### config.mk
export PLATFORM = sky130hd
export DESIGN_NAME = regfile_wb_arbiter
export DESIGN_NICKNAME = d
export VERILOG_FILES = /design/src/rtl/regfile_wb_arbiter.sv
export SDC_FILE = /design/constraint.sdc
export NUM_CORES = 1
export LEC_CHECK = 0
export ABC_AREA = 1
export BUFFER_PORTS_ARGS = -buffer_cell sky130_fd_sc_hd__buf_2
export CAP_MARGIN = 20
export CORE_ASPECT_RATIO = 1.2
export CORE_MARGIN = 4
export CORE_UTILIZATION = 56
export CTS_BUF_LIST = sky130_fd_sc_hd__clkbuf_8
export DETAILED_ROUTE_END_ITERATION = 12
export PLACE_DENSITY = 0.83
export SLEW_MARGIN = 20
export SYNTH_ARGS = -nofsm -noshare
export SYNTH_HDL_FRONTEND = slang
export SYNTH_SLANG_ARGS = --single-unit
### constraint.sdc
create_clock -name clk -period 3.6 [get_ports clk]
set_input_delay 0 -clock clk [delete_from_list [all_inputs] [get_ports clk]]
set_output_delay 0 -clock clk [all_outputs]
set_load 0.01 [all_outputs]
### src/rtl/regfile_wb_arbiter.sv
// Register-file write-port arbiter. The primary writeback always wins the port.
// Secondary writes wait in a small in-order FIFO, with starvation stall and hazard flagging.
module regfile_wb_arbiter #(
  parameter int DEPTH        = 2,
  parameter int STARVE_LIMIT = 4
) (
  input  logic        clk,
  input  logic        reset_n,
  input  logic        p_we,
  input  logic [3:0]  p_wa,
  input  logic [31:0] p_wd,
  input  logic        s_valid,
  output logic        s_ready,
  input  logic [3:0]  s_wa,
  input  logic [31:0] s_wd,
  output logic        wr_en,
  output logic [3:0]  wr_addr,
  output logic [31:0] wr_data,
  input  logic        chk_en,
  input  logic [3:0]  chk_ra1,
  input  logic [3:0]  chk_ra2,
  input  logic [3:0]  chk_ra3,
  output logic        pending_hit,
  output logic        stall_req
);

  localparam int PTR_W = (DEPTH > 1) ? $clog2(DEPTH) : 1;
  localparam int CNT_W = PTR_W + 1;
  localparam int SC_W  = $clog2(STARVE_LIMIT + 1);
  localparam logic [CNT_W-1:0] FULL_COUNT = CNT_W'(DEPTH);
  localparam logic [SC_W-1:0]  STARVE_MAX = SC_W'(STARVE_LIMIT);

  logic [3:0]       fifo_addr [DEPTH];
  logic [31:0]      fifo_data [DEPTH];
  logic [PTR_W-1:0] rd_ptr;
  logic [PTR_W-1:0] wr_ptr;
  logic [CNT_W-1:0] count;
  logic [SC_W-1:0]  starve_cnt;
  logic [SC_W-1:0]  starve_next;
  logic             empty;
  logic             full;
  logic             push;
  logic             pop;
  logic             buf_hit;

  function automatic logic addr_match(input logic [3:0] a,
                                      input logic [3:0] r1,
                                      input logic [3:0] r2,
                                      input logic [3:0] r3);
    return (a == r1) || (a == r2) || (a == r3);
  endfunction

  // s_ready depends on occupancy only, so a same-cycle pop never admits a push into a full FIFO.
  assign empty   = (count == '0);
  assign full    = (count == FULL_COUNT);
  assign s_ready = !full;
  assign push    = s_valid && s_ready;
  assign pop     = !p_we && !empty;

  always_ff @(posedge clk) begin
    if (push) begin
      fifo_addr[wr_ptr] <= s_wa;
      fifo_data[wr_ptr] <= s_wd;
    end
  end

  always_ff @(posedge clk or negedge reset_n) begin
    if (!reset_n) begin
      wr_ptr <= '0;
      rd_ptr <= '0;
      count  <= '0;
    end else begin
      if (push) wr_ptr <= wr_ptr + PTR_W'(1);
      if (pop)  rd_ptr <= rd_ptr + PTR_W'(1);
      case ({push, pop})
        2'b10:   count <= count + CNT_W'(1);
        2'b01:   count <= count - CNT_W'(1);
        default: count <= count;
      endcase
    end
  end

  // Only a cycle where the primary blocks a non-empty FIFO extends the starve run.
  always_comb begin
    starve_next = '0;
    if (!empty && p_we) begin
      starve_next = (starve_cnt == STARVE_MAX) ? STARVE_MAX : starve_cnt + SC_W'(1);
    end
  end

  always_ff @(posedge clk or negedge reset_n) begin
    if (!reset_n) begin
      starve_cnt <= '0;
      stall_req  <= 1'b0;
    end else begin
      starve_cnt <= starve_next;
      stall_req  <= (starve_next == STARVE_MAX);
    end
  end

  always_ff @(posedge clk or negedge reset_n) begin
    if (!reset_n) begin
      wr_en   <= 1'b0;
      wr_addr <= '0;
      wr_data <= '0;
    end else if (p_we) begin
      wr_en   <= 1'b1;
      wr_addr <= p_wa;
      wr_data <= p_wd;
    end else if (!empty) begin
      wr_en   <= 1'b1;
      wr_addr <= fifo_addr[rd_ptr];
      wr_data <= fifo_data[rd_ptr];
    end else begin
      wr_en   <= 1'b0;
    end
  end

  // Slots beyond the occupancy may hold stale addresses and must not raise a hazard.
  always_comb begin
    buf_hit = 1'b0;
    for (int k = 0; k < DEPTH; k++) begin
      if (CNT_W'(k) < count) begin
        if (addr_match(fifo_addr[rd_ptr + PTR_W'(k)], chk_ra1, chk_ra2, chk_ra3)) begin
          buf_hit = 1'b1;
        end
      end
    end
  end

  assign pending_hit = chk_en &&
                       (buf_hit ||
                        (wr_en && addr_match(wr_addr, chk_ra1, chk_ra2, chk_ra3)) ||
                        (push  && addr_match(s_wa,    chk_ra1, chk_ra2, chk_ra3)));

endmodule

# Word level (Yosys, flattened, before mapping)
# Memories as Yosys holds them, arrays and structs flattened.
# Cells that the tools add are included.
# totals
ff_bits	45
ram_bits	72
memories	2
# mem_list
memory	words	word_bits	rd	rd_clocked_by_memory_dff	wr	line	source
fifo_data	2	32	1	0	1	34	logic [31:0] fifo_data [DEPTH];
fifo_addr	2	4	2	0	1	33	logic [3:0] fifo_addr [DEPTH];
# op_classes
add_sub_neg	5
n_lt_le_gt_ge	2
eq_ne	18
mux	15
reduce_logical	21
# op_table
cell	n
$mux W32	2
$eq A4 B4 Y1	12
$logic_or A1 B1 Y1	10
$mux W1	8
$mux W4	2
$eq A3 B3 Y1 const B	2
$logic_and A1 B1 Y1	6
$mux W3	2
$eq A2 B2 Y1 const B	2
$lt A1 B2 Y1 const A	2
$pmux W2 S2	1
$add A3 B1 Y3 const B	1
$logic_not A1 Y1	3
$add A1 B1 Y1 const B	2
$add A2 B1 Y2 const B	1
$eq A2 B1 Y1 const B	1
$logic_not A2 Y1	1
$ne A2 B2 Y1 const B	1
$reduce_bool A2 Y1	1
$sub A2 B1 Y2 const B	1

# Longest topological paths before layout
# Gate-level depths: netlist (run 1).
# An unclocked memory read counts as a cell.
# logic_depth
ltp_word	11
mapped_depth	14

# Least setup slack after synthesis (run 1)
# Ideal clock, no wire load.
# synth_timing
path_kind	register -> register
from	register count[0]
to	memory fifo_addr[0][0] (enable)
arrival_ns	2.381
required_ns	3.171
setup_slack_ns	0.789
path_stages_with_launch	6
path_buffers	0
synth_period_minus_slack_ns	2.811
path_cell_list	dfrtp_1 > inv_1 > ha_1 > inv_1 > nand2_1 > nor2_1
# synth_via
elab_chain_cells	5
# synth_lines
element	line	source
start, declared	37	logic [CNT_W-1:0] count;
start signal, assigned	76	2'b10: count <= count + CNT_W'(1);
start signal, assigned	77	2'b01: count <= count - CNT_W'(1);
start signal, assigned	78	default: count <= count;
$eq A2 B2 Y1	55	assign full = (count == FULL_COUNT);
$logic_not A1 Y1	56	assign s_ready = !full;
via s_ready	13	output logic s_ready,
$logic_and A1 B1 Y1	57	assign push = s_valid && s_ready;
$mux W1	61	if (push) begin
$mux W1 (implied by the code)	62	fifo_addr[wr_ptr] <= s_wa;
end, declared	33	
# The timed path passes the listed nets, and every way through them passes these cells.

# Worst setup path in the final report (run 1)
# layout_timing
from	register rd_ptr
to	output port pending_hit
# layout_via
elab_chain_cells	11
elab_cells_between_ends	19
# layout_lines
element	line	source
start, declared	35	logic [PTR_W-1:0] rd_ptr;
start signal, assigned	74	if (pop) rd_ptr <= rd_ptr + PTR_W'(1);
$mem_v2 Z2 W4 (*)	n/a	
$eq A4 B4 Y1	50	return (a == r1) || (a == r2) || (a == r3);
$logic_or A1 B1 Y1 (2 in a row)	50	
$mux W1	124	if (addr_match(fifo_addr[rd_ptr + PTR_W'(k)], chk_ra1, chk_ra2, chk_ra3)) begin
$mux W1	123	if (CNT_W'(k) < count) begin
$mux W1	124	
$mux W1 (*)	123	
$logic_or A1 B1 Y1 (*)	132	(buf_hit ||
$logic_or A1 B1 Y1 (*)	133	(wr_en && addr_match(wr_addr, chk_ra1, chk_ra2, chk_ra3)) ||
$logic_and A1 B1 Y1 (*)	131	assign pending_hit = chk_en &&
end, declared	23	output logic pending_hit,
# Mark *: on every way between the ends. The rest lies on a longest branch, timed or not.

==> results.ini, run 1 <==
[cells_and_area]
layout-area-overhead-vs-synth_pct = 35.8
diodes = 0
drive_gt1_share_pct = 21.1
fin_nets = 892

[pwr]
power_density_mw_per_mm2 = 721
ir_drop_v = 0.000551
leakagePower_nw = 3.45

[routing]
first_iter_violations = 462
met1_length_um = 6140
vias = 5208
routed.top_layer = met4
drt_first_pass_iters = 6
routed_via_density = 5.58
route.detailed.drc = 0
antenna_left = 0
wl_per_cell_um = 18.5
met2_length_um = 8890
routed_wl_um = 17300
met3WireLength_um = 1360

[floorplanning]
row_count = 39
start_util_pct = 57.3
die_h_um = 116
coreArea_mm2 = 0.00952
die-area_mm2 = 0.0114
die_w_um = 98.1
ios = 129

[setup_path]
critPathTopFamily = simple AND/OR/NAND/NOR gates
worstPathMaxFanout = 43
crit_arrival_ps = 2680
critical_path.slowest_cell = dfrtp_1
cpMostUsedCell = nand2_1
cpPeakStageDelay_ps = 850
reg2reg_from = count[0]$_DFFE_PN0P_
cp.required_ps = 3600
worstPathCellList = inv_6 -> nand2_1 -> nand2_1 -> nand2_1 -> nand2_1 -> nor2_1 -> nand2_1 -> nand3_1 -> nand2_1 -> nand3_1 -> nand2_1 -> inv_1 -> buf_2
rrSetupSlack_ps = 1310
path_buf_inv = 3
reg2reg_depth = 6
crit_path_end_kind = output port
crit_type = flip-flop to output port
cp-start-kind = flip-flop
worst_r2r_endpoint = wr_data[19]$_DFFE_PN0P_

[synth]
synthesis.nets = 687
async_flop_share_pct = 38.5
yosysUniqueCellTypes = 27
ys_ff_latch = 117
synthesis.area_mm2 = 0.00545
synth_seq_area_share_pct = 60.3
synth_edf_count = 72
synth_flop_cell = edfxtp_1
ys.warnings.count = 0
postSynthCellCount = 592
avgSynthCellArea_um2 = 9.21

[sta]
drv_slew = 0
finalCriticalPeriod_ps = 2680
max_freq_mhz = 373
tns_ps = 0
hold_slack_ps = 90.9
finalCritPeriodShare_pct = 74.6
finalSetupViolations = 0
worst_pin_slew_ps = 1060
max_slew_margin_pct = 29.3
hold_viol_final = 0
rsz0062_at_grt = no
finClkSkew_ps = 14.7

[global_routing]
grt_use_total_pct = 31.1
grt_pass1_wl_um = 26700
grt_pass1_vias = 5308
antenna_found_initial = 0
grt_max_degree = 46
grt_overflow_total = 0

[clock_network]
cts_buffers = 17
ctsResizeCount = 0
clk_pin_slew_ps = 70
clock-sinks = 117
cts_max_path_buffers = 2
clock_latency_ps = 450
cts_tree = done
htree_levels = 4
root_buffer = clkbuf_8

[outcome]
status = finished, final reports clean

[place]
place_congestion = 0.971
dp_hpwl_um = 9670
port_buffers = 128

[hold_path]
holdPathStages = 3
hold_start = s_valid
min_path_type = primary input to flip-flop
min_to = wr_ptr$_DFFE_PN0P_

[job]
cap_violations = 0

==> routing by layer <==
layer	vias up	global-route usage, %
met5	-	0
met1	2427	34.9
met3	82	6.98
met2	333	54.5
li1	2366	-
met4	0	18.4
==> timing repair <==
action | in CTS | in global routing
setup buffers | 0 | 0
hold endpoints to repair | 153 | 0
hold buffers | 73 | 0
==> cells in the final DEF, fill, tap and decap left out, types with 2 or more instances in the layout <==
| cell | instances |
|---|---|
| bufinv_16 | 6 |
| dfrtp_1 | 45 |
| a21oi_1 | 5 |
| nand2_1 | 223 |
| dlygate4sd3_1 | 73 |
| nand3_1 | 36 |
| xor2_1 | 4 |
| nand2_2 | 6 |
| inv_1 | 48 |
| buf_2 | 127 |
| clkbuf_8 | 20 |
| xnor2_1 | 2 |
| o211ai_1 | 32 |
| o21ai_0 | 26 |
| nor2_1 | 53 |
| edfxtp_1 | 72 |
| buf_4 | 5 |
| ha_1 | 6 |
| nor2_2 | 2 |
| o21ai_1 | 6 |
| nor2_4 | 2 |
==> power breakdown <==
part           switching, mW  internal, mW
Sequential             0.251          1.85
Clock                  0.546         0.940
Combinational           1.15         0.602
==> worst max path at each step <==
stage | startpoint | to | depth (start not counted)
4_1_cts | rd_ptr$_DFFE_PN0P_ | pending_hit | 13
2_1_floorplan | count[0]$_DFFE_PN0P_ | fifo_addr[0][0]$_DFFE_PP_ | 5
3_5_place_dp | count[0]$_DFFE_PN0P_ | fifo_data[1][22]$_DFFE_PP_ | 5
3_3_place_gp | count[1]$_DFFE_PN0P_ | wr_addr[1]$_DFFE_PN0P_ | 6
6_report | rd_ptr$_DFFE_PN0P_ | pending_hit | 13
5_1_grt | rd_ptr$_DFFE_PN0P_ | pending_hit | 13
==> kinds of logic (layout without fill, tap and decap cells) <==
kind of cell | after synthesis | in the layout | share of synthesized area [%]
AND/OR/NAND/NOR | 325 | 325 | 23.7
AO/OA/AOI/OAI | 73 | 73 | 8.38
XOR/XNOR | 6 | 6 | 0.964
buffers and inverters | 65 | 283 | 5.26
adder cells (fa/ha/maj) | 6 | 6 | 1.38
flip-flops | 117 | 117 | 60.3
==> synthesized netlist by cell type, types with 2 or more instances <==
cell type,number,area share (%)
xnor2_1,2,0.32
dfrtp_1,45,21
o211ai_1,32,4.4
inv_1,45,3.1
nand3_1,36,3.3
xor2_1,4,0.64
nand2_2,6,0.69
nor2_1,56,3.9
o21ai_0,26,2.4
a21oi_1,5,0.46
o21ai_1,6,0.55
clkbuf_1,6,0.41
ha_1,6,1.4
nand2_1,223,15
buf_6,3,0.62
edfxtp_1,72,40
buf_2,9,0.83
==> flip-flops by register name, indices dropped and copies added (netlist names) <==
signal	count
wr_addr	4
stall_req	1
fifo_addr	8
wr_data	32
rd_ptr	1
wr_ptr	1
starve_cnt	3
fifo_data	64
wr_en	1
count	2
==> layout make-up <==
| cell class | count | area (µm²) |
|---|---|---|
| inverters | 46 | 178 |
| repair buffers | 205 | 1400 |
| clock inverters | 12 | 209 |
| clock buffers | 20 | 275 |
| well taps | 123 | 154 |
| multi-input cells | 410 | 1890 |
| flip-flops and latches | 117 | 3290 |
| fillers | 571 | 2110 |
==> worst register-to-register path: cells and delay by family, from the launching register on <==
kind,cells,cell delay [ps]
AND/OR/NAND/NOR,1,750
buffers and inverters,3,500
flip-flops,1,390
AO/OA/AOI/OAI,1,300
adder cells (fa/ha/maj),1,230
==> per-stage QoR <==
step / std cells / total power, mW / worst slack, ps / instance area (µm²) / utilization (%)
finish: 933 / 5.34 / 916 / 7400 / 77.8
global route: 933 / 5.62 / 683 / 7400 / 77.8
CTS: 933 / 5.23 / 959 / 7400 / 77.8
detailed placement: 828 / 3.71 / 1420 / 6180 / 65.0
global placement: 828 / 3.64 / 1510 / 6180 / 65.0
floorplan: 592 / 3.16 / 789 / 5450 / -
Power figures use the tool's default switching activity.
==> run 2: changes to the inputs <==
ABC_AREA = 0   (was 1)
CORE_UTILIZATION = 55   (was 56)
PLACE_DENSITY = 0.82   (was 0.83)
clock period = 2.63 ns   (was 3.6 ns; I/O delays follow)
==> results.ini, run 2 <==
[clock_network]
cts_max_path_buffers = 2  ; unchanged
clock-sinks = 117  ; unchanged
cts_buffers = 17  ; unchanged
clk_pin_slew_ps = 70  ; about the same
clock_latency_ps = 430  ; -20 ps
root_buffer = clkbuf_8
htree_levels = 4  ; unchanged
cts_tree = done
postCtsSetupBuffers = 0  ; unchanged

[synth]
yosys.cell_count.top_type = edfxtp_1
synthesis.nets = 511  ; -26%
synthTopCellsByArea = edfxtp_1 42%, dfrtp_1 22%, xor2_1 8.3%
avgSynthCellArea_um2 = 12.5  ; +35%
synth.top_cells.by_count = 72 x edfxtp_1, 49 x xor2_1, 45 x dfrtp_1
synth_flop_cell = edfxtp_1
synth_top_cell_by_area = edfxtp_1
synth_edf_count = 72  ; unchanged
synthesis.area_mm2 = 0.00519  ; -4.8%
synth_seq_area_share_pct = 63.4  ; +3.1 points
yosysTopAreaCellShare_pct = 41.7  ; +2.0 points
async_flop_share_pct = 38.5  ; unchanged
ys.warnings.count = 0  ; unchanged
yosysUniqueCellTypes = 29  ; +7.4%
ys_ff_latch = 117  ; unchanged
postSynthCellCount = 416  ; -30%

[global_routing]
grt_use_total_pct = 26.2  ; -4.9 points
grt_pass1_vias = 4512  ; -15%
grt_overflow_total = 0  ; unchanged
antenna_found_initial = 0  ; unchanged
grt_pass1_wl_um = 22600  ; -16%
grt_max_degree = 57  ; +24%

[hold_path]
min_path_type = primary input to flip-flop

[sta]
finalSetupViolations = 0  ; unchanged
worst_pin_slew_ps = 610  ; -449 ps
tns_ps = 0  ; unchanged
finalCriticalPeriod_ps = 2410
fin_ws_ps = 224  ; -691 ps
max_freq_mhz = 416
drv_slew = 0  ; unchanged
rsz0062_at_grt = no
max_slew_margin_pct = 58.3  ; +29 points
finClkSkew_ps = 17.7  ; +3.06 ps
finalCritPeriodShare_pct = 91.5
hold_viol_final = 0  ; unchanged

[pwr]
power_density_mw_per_mm2 = 930  ; +29%
leakagePower_nw = 3.19  ; -7.6%
finalPower_mw = 6.67  ; +25%
ir_drop_v = 0.000556  ; +1.0%

[cells_and_area]
largest_registers = fifo_data: 64 flops, wr_data: 32 flops, fifo_addr: 8 flops
largest_reg_flops = 64  ; unchanged
fin_nets = 729  ; -18%
layout_commonest_cell = buf_2
top_register = fifo_data
drive_gt1_share_pct = 26.3  ; +5.2 points
final_cell_mix = 127 x buf_2, 86 x dlygate4sd3_1, 72 x edfxtp_1, 49 x xor2_1, 44 x dfrtp_1
layout-area-overhead-vs-synth_pct = 38.3
fillers = 551  ; -3.5%

[setup_path]
critical_path.slowest_cell = dfrtp_4
worstPathMaxFanout = 16  ; -63%
cp.required_ps = 2630  ; -970 ps
cp-start-kind = flip-flop
path_buf_inv = 1  ; -2
crit_path_end_kind = output port
crit_arrival_ps = 2410  ; -270 ps
critPathTopFamily = flip-flops
crit_type = flip-flop to output port
cpPeakStageDelay_ps = 620  ; -230 ps
worstPathCellList = mux2i_2 -> xor2_1 -> nand4_1 -> a311oi_1 -> o31a_1 -> buf_2

[floorplanning]
die_h_um = 114  ; -1.5%
row_count = 38  ; -2.6%
coreArea_mm2 = 0.00913  ; -4.1%
start_util_pct = 56.8  ; -0.45 points
die-area_mm2 = 0.0111  ; -2.9%
die_w_um = 96.7  ; -1.4%
ios = 129  ; unchanged

[place]
port_buffers = 128  ; unchanged
place_congestion = 0.909  ; -6.4%
pre_cts_ws_ps = 603  ; -817 ps
dp_hpwl_um = 8000  ; -17%

[routing]
route.detailed.drc = 0  ; unchanged
antenna_left = 0  ; unchanged
vias = 4126  ; -21%
routed_via_density = 5.37  ; -3.9%
drt_first_pass_iters = 4  ; -2
wl_per_cell_um = 17.7  ; -4.2%
routed_wl_um = 13600  ; -21%
first_iter_violations = 234  ; -49%

[job]
cap_violations = 0  ; unchanged

[outcome]
status = finished, final reports clean

==> run 2: cell count changes after synthesis, moves of 27 or more <==
cell	before	now
inv_1	45	7
mux2i_1	0	36
xor2_1	4	49
o211ai_1	32	0
a21oi_1	5	32
nand2_1	223	40
nand3_1	36	0
==> run 2: layer usage <==
metal  part of all wire (%)  track usage, %
met4                    3.1            13.4
met3                    4.9            6.64
met1                     38            29.2
met2                     54            46.6
met5                      0               0
==> run 2: cell type report <==
cell class	count	area, µm²	area share [%]
tap	120	150	2.09
sequential	117	3290	45.9
antenna	2	5.00	0.0698
timing repair buffer	220	1550	21.6
multi-input combinational	270	1780	24.9
clock inverter	8	35.0	0.488
inverter	8	30.0	0.419
clock buffer	24	330	4.60
==> run 2: per-stage QoR <==
| step | instance area, µm² | hold slack (ps) | utilization [%] | instances |
|---|---|---|---|---|
| floorplan | 5190 | -296 | - | 416 |
| global placement | 5940 | 189 | 65.0 | 649 |
| detailed placement | 5940 | 192 | 65.0 | 649 |
| CTS | 7160 | 18.7 | 78.5 | 767 |
| global route | 7170 | 17.5 | 78.5 | 767 |
| finish | 7170 | 40.0 | 78.6 | 769 |
==> run 2: worst reg2reg max path, stage by stage, from the launching register on <==
cell           delay, ps
dfrtp_1              400
inv_1                120
ha_2                 420
clkinv_1             330
o211a_1              300
a21o_1               150
dlygate4sd3_1        550
==> run 2: logic make-up (layout without fill, tap and decap cells) <==
family          Yosys count  count (layout)  synth area share, %
other cells               0               2                    0
compound gates           81              81                 8.56
fa+ha+maj                 6               6                 1.45
flops                   117             117                 63.4
mux                      40              40                 8.01
buf+inv                  29             260                 2.46
xor+xnor                 52              52                 8.78
simple gates             91              91                 7.36
==> run 2: worst paths after layout <==
check | end | start | cells after the start | slack (ps)
max in group asynchronous | rd_ptr$_DFFE_PN0P_ | reset_n | 2 | 2020
min reg2reg | starve_cnt[2]$_DFF_PN0_ | starve_cnt[2]$_DFF_PN0_ | 1 | 500
max reg2reg | wr_addr[1]$_DFFE_PN0P_ | count[1]$_DFFE_PN0P_ | 6 | 240
max | pending_hit | rd_ptr$_DFFE_PN0P_ | 6 | 220
min in group asynchronous | wr_addr[3]$_DFFE_PN0P_ | reset_n | 2 | 140
min | wr_ptr$_DFFE_PN0P_ | s_valid | 3 | 40
==> run 2: power breakdown <==
part | internal, mW | switching [mW]
registers | 2.50 | 0.311
clock network | 0.808 | 0.647
logic | 1.02 | 1.39
total | 4.33 | 2.34
==> run 2: repair_timing <==
action	CTS	global route
gates resized for setup	0	1
hold endpoints to repair	153	0
hold buffers	86	0
setup endpoints to repair	0	2
==> run 3: changes to the inputs <==
CORE_ASPECT_RATIO = 0.5   (was 1.2)
GPL_TIMING_DRIVEN = 0   (was not set)
==> results.ini, run 3 (same netlist as run 2, synthesis figures left out) <==
[sta]
finalCritPeriodShare_pct = 93.7  ; +2.2 points
max_freq_mhz = 406  ; -2.3%
finalSetupViolations = 0  ; unchanged
drv_slew = 0  ; unchanged
finalCriticalPeriod_ps = 2460  ; +57.5 ps
hold_viol_final = 0  ; unchanged
max_slew_margin_pct = 55.6  ; -2.7 points
tns_ps = 0  ; unchanged
finClkSkew_ps = 7.49  ; -10.2 ps
rsz0062_at_grt = no
hold_slack_ps = 124  ; +83.8 ps
worst_pin_slew_ps = 649  ; +39.0 ps

[global_routing]
grt_max_degree = 46  ; -19%
grt_pass1_vias = 4458  ; -1.2%
grt_overflow_total = 0  ; unchanged
grt_pass1_wl_um = 23000  ; +2.1%
grt_use_total_pct = 26.8  ; +0.63 points
antenna_found_initial = 0  ; unchanged

[routing]
first_iter_violations = 329  ; +41%
routed_wl_um = 14400  ; +5.8%
met1_length_um = 5640  ; +10%
antenna_left = 0  ; unchanged
route.detailed.drc = 0  ; unchanged
met2_length_um = 7330  ; -1.3%
vias = 4239  ; +2.7%
met3WireLength_um = 964  ; +43%
drt_first_pass_iters = 5  ; +1
wl_per_cell_um = 18.8  ; +5.9%
routed_via_density = 5.52  ; +2.9%
routed.top_layer = met4

[setup_path]
crit_type = flip-flop to flip-flop
rrSetupSlack_ps = 170  ; -70 ps
critical_path.slowest_cell = clkbuf_1
worst_r2r_endpoint = wr_data[24]$_DFFE_PN0P_
reg2reg_from = count[1]$_DFFE_PN0P_
worstPathMaxFanout = 10  ; -6
reg2reg_depth = 7  ; +1
worstPathCellList = inv_1 -> ha_1 -> clkbuf_1 -> clkbuf_1 -> buf_1 -> a21oi_1 -> o21ai_0
cp-start-kind = flip-flop
cpPeakStageDelay_ps = 490  ; -130 ps
crit_path_end_kind = flip-flop
crit_arrival_ps = 2790  ; +380 ps
cp.required_ps = 2950  ; +320 ps
cpMostUsedCell = clkbuf_1

[place]
place_congestion = 0.836  ; -8.0%
dp_hpwl_um = 8370  ; +4.7%
place_area_mm2 = 0.00602  ; +1.3%
port_buffers = 127  ; -0.78%
dp_cells = 662  ; +2.0%

[floorplanning]
coreArea_mm2 = 0.00895  ; -2.0%
die_h_um = 76.7  ; -33%
ios = 129  ; unchanged
start_util_pct = 58.0  ; +1.1 points
row_count = 24  ; -37%
die_w_um = 145  ; +50%
die-area_mm2 = 0.0111  ; +0.79%

[outcome]
status = finished, final reports clean

[clock_network]
htree_levels = 4  ; unchanged
cts_max_path_buffers = 2  ; unchanged
postCtsSetupBuffers = 0  ; unchanged
cts_buffers = 17  ; unchanged
clock_latency_ps = 440  ; about the same
clk_pin_slew_ps = 70  ; about the same
cts_tree = done
root_buffer = clkbuf_8
clock-sinks = 117  ; unchanged

[cells_and_area]
design_area_mm2 = 0.00723  ; +0.78%
drive_gt1_share_pct = 26.1  ; -0.16 points
diodes = 0  ; -2
layout-area-overhead-vs-synth_pct = 39.4
final_core_util_pct = 80.8  ; +2.2 points
fin_nets = 733  ; +0.55%
layout_commonest_cell = buf_2
final_cell_mix = 129 x buf_2, 74 x dlygate4sd3_1, 72 x edfxtp_1, 49 x xor2_1, 45 x dfrtp_1
layoutNonFillerInstCount = 768  ; -0.13%
largest_reg_flops = 64  ; unchanged
largest_registers = fifo_data: 64 flops, wr_data: 32 flops, fifo_addr: 8 flops
top_register = fifo_data

[pwr]
ir_drop_v = 0.000636  ; +14%
leakagePower_nw = 3.20  ; +0.44%
power_density_mw_per_mm2 = 997  ; +7.2%

[job]
cap_violations = 0  ; unchanged

[hold_path]
min_path_type = primary input to asynchronous set/reset pin

==> run 3: area by class of cell <==
class | count | area [µm²]
Fill cell | 499 | 1720
Timing Repair Buffer | 203 | 1420
Sequential cell | 117 | 3290
Buffer | 21 | 98.8
Multi-Input combinational cell | 270 | 1780
Tap cell | 117 | 146
Clock inverter | 11 | 179
Clock buffer | 21 | 289
Inverter | 8 | 30.0
==> run 3: critical path, delay by kind of cell, from the launching register on <==
kind	cells	cell delay, ps
buffers and inverters	4	1370
AOI/OAI and AO/OA	2	430
adders and majority gates	1	150
DFF	1	400
==> run 3: report_power, final <==
| group | internal [mW] | switching, mW | leakage [nW] |
|---|---|---|---|
| logic | 1.02 | 1.51 | 1.75 |
| registers | 2.49 | 0.246 | 1.22 |
| clock network | 1.22 | 0.726 | 0.238 |
| total | 4.73 | 2.48 | 3.20 |
==> run 3: worst max path at each step <==
stage / start / slack, ps / end / depth (start not counted)
after floorplan: count[0]$_DFFE_PN0P_ / 420 / fifo_addr[0][0]$_DFFE_PP_ / 5
after global placement: count[0]$_DFFE_PN0P_ / -120 / fifo_data[0][10]$_DFFE_PP_ / 5
after detailed placement: count[1]$_DFFE_PN0P_ / 380 / wr_data[15]$_DFFE_PN0P_ / 7
after CTS: count[0]$_DFFE_PN0P_ / 210 / pending_hit / 7
after global routing: count[0]$_DFFE_PN0P_ / 10 / pending_hit / 7
final: count[1]$_DFFE_PN0P_ / 170 / wr_data[24]$_DFFE_PN0P_ / 7
==> run 3: layer usage <==
| layer | global-route usage (%) | up-vias |
|---|---|---|
| li1 | - | 1928 |
| met4 | 12.3 | 0 |
| met3 | 6.65 | 46 |
| met5 | 0 | - |
| met1 | 32.3 | 2046 |
| met2 | 46.2 | 219 |
==> run 3: repair_timing <==
action	CTS	global route
resized for setup	0	2
endpoints found under the setup margin	0	1
hold endpoints to repair	154	0
hold buffers	74	0
==> run 3: per-stage QoR <==
step	total power [mW]	setup WS, ps
after floorplan	4.31	418
after global placement	4.98	-123
after detailed placement	5.11	376
after CTS	7.10	210
after global routing	7.59	10.9
final	7.21	167
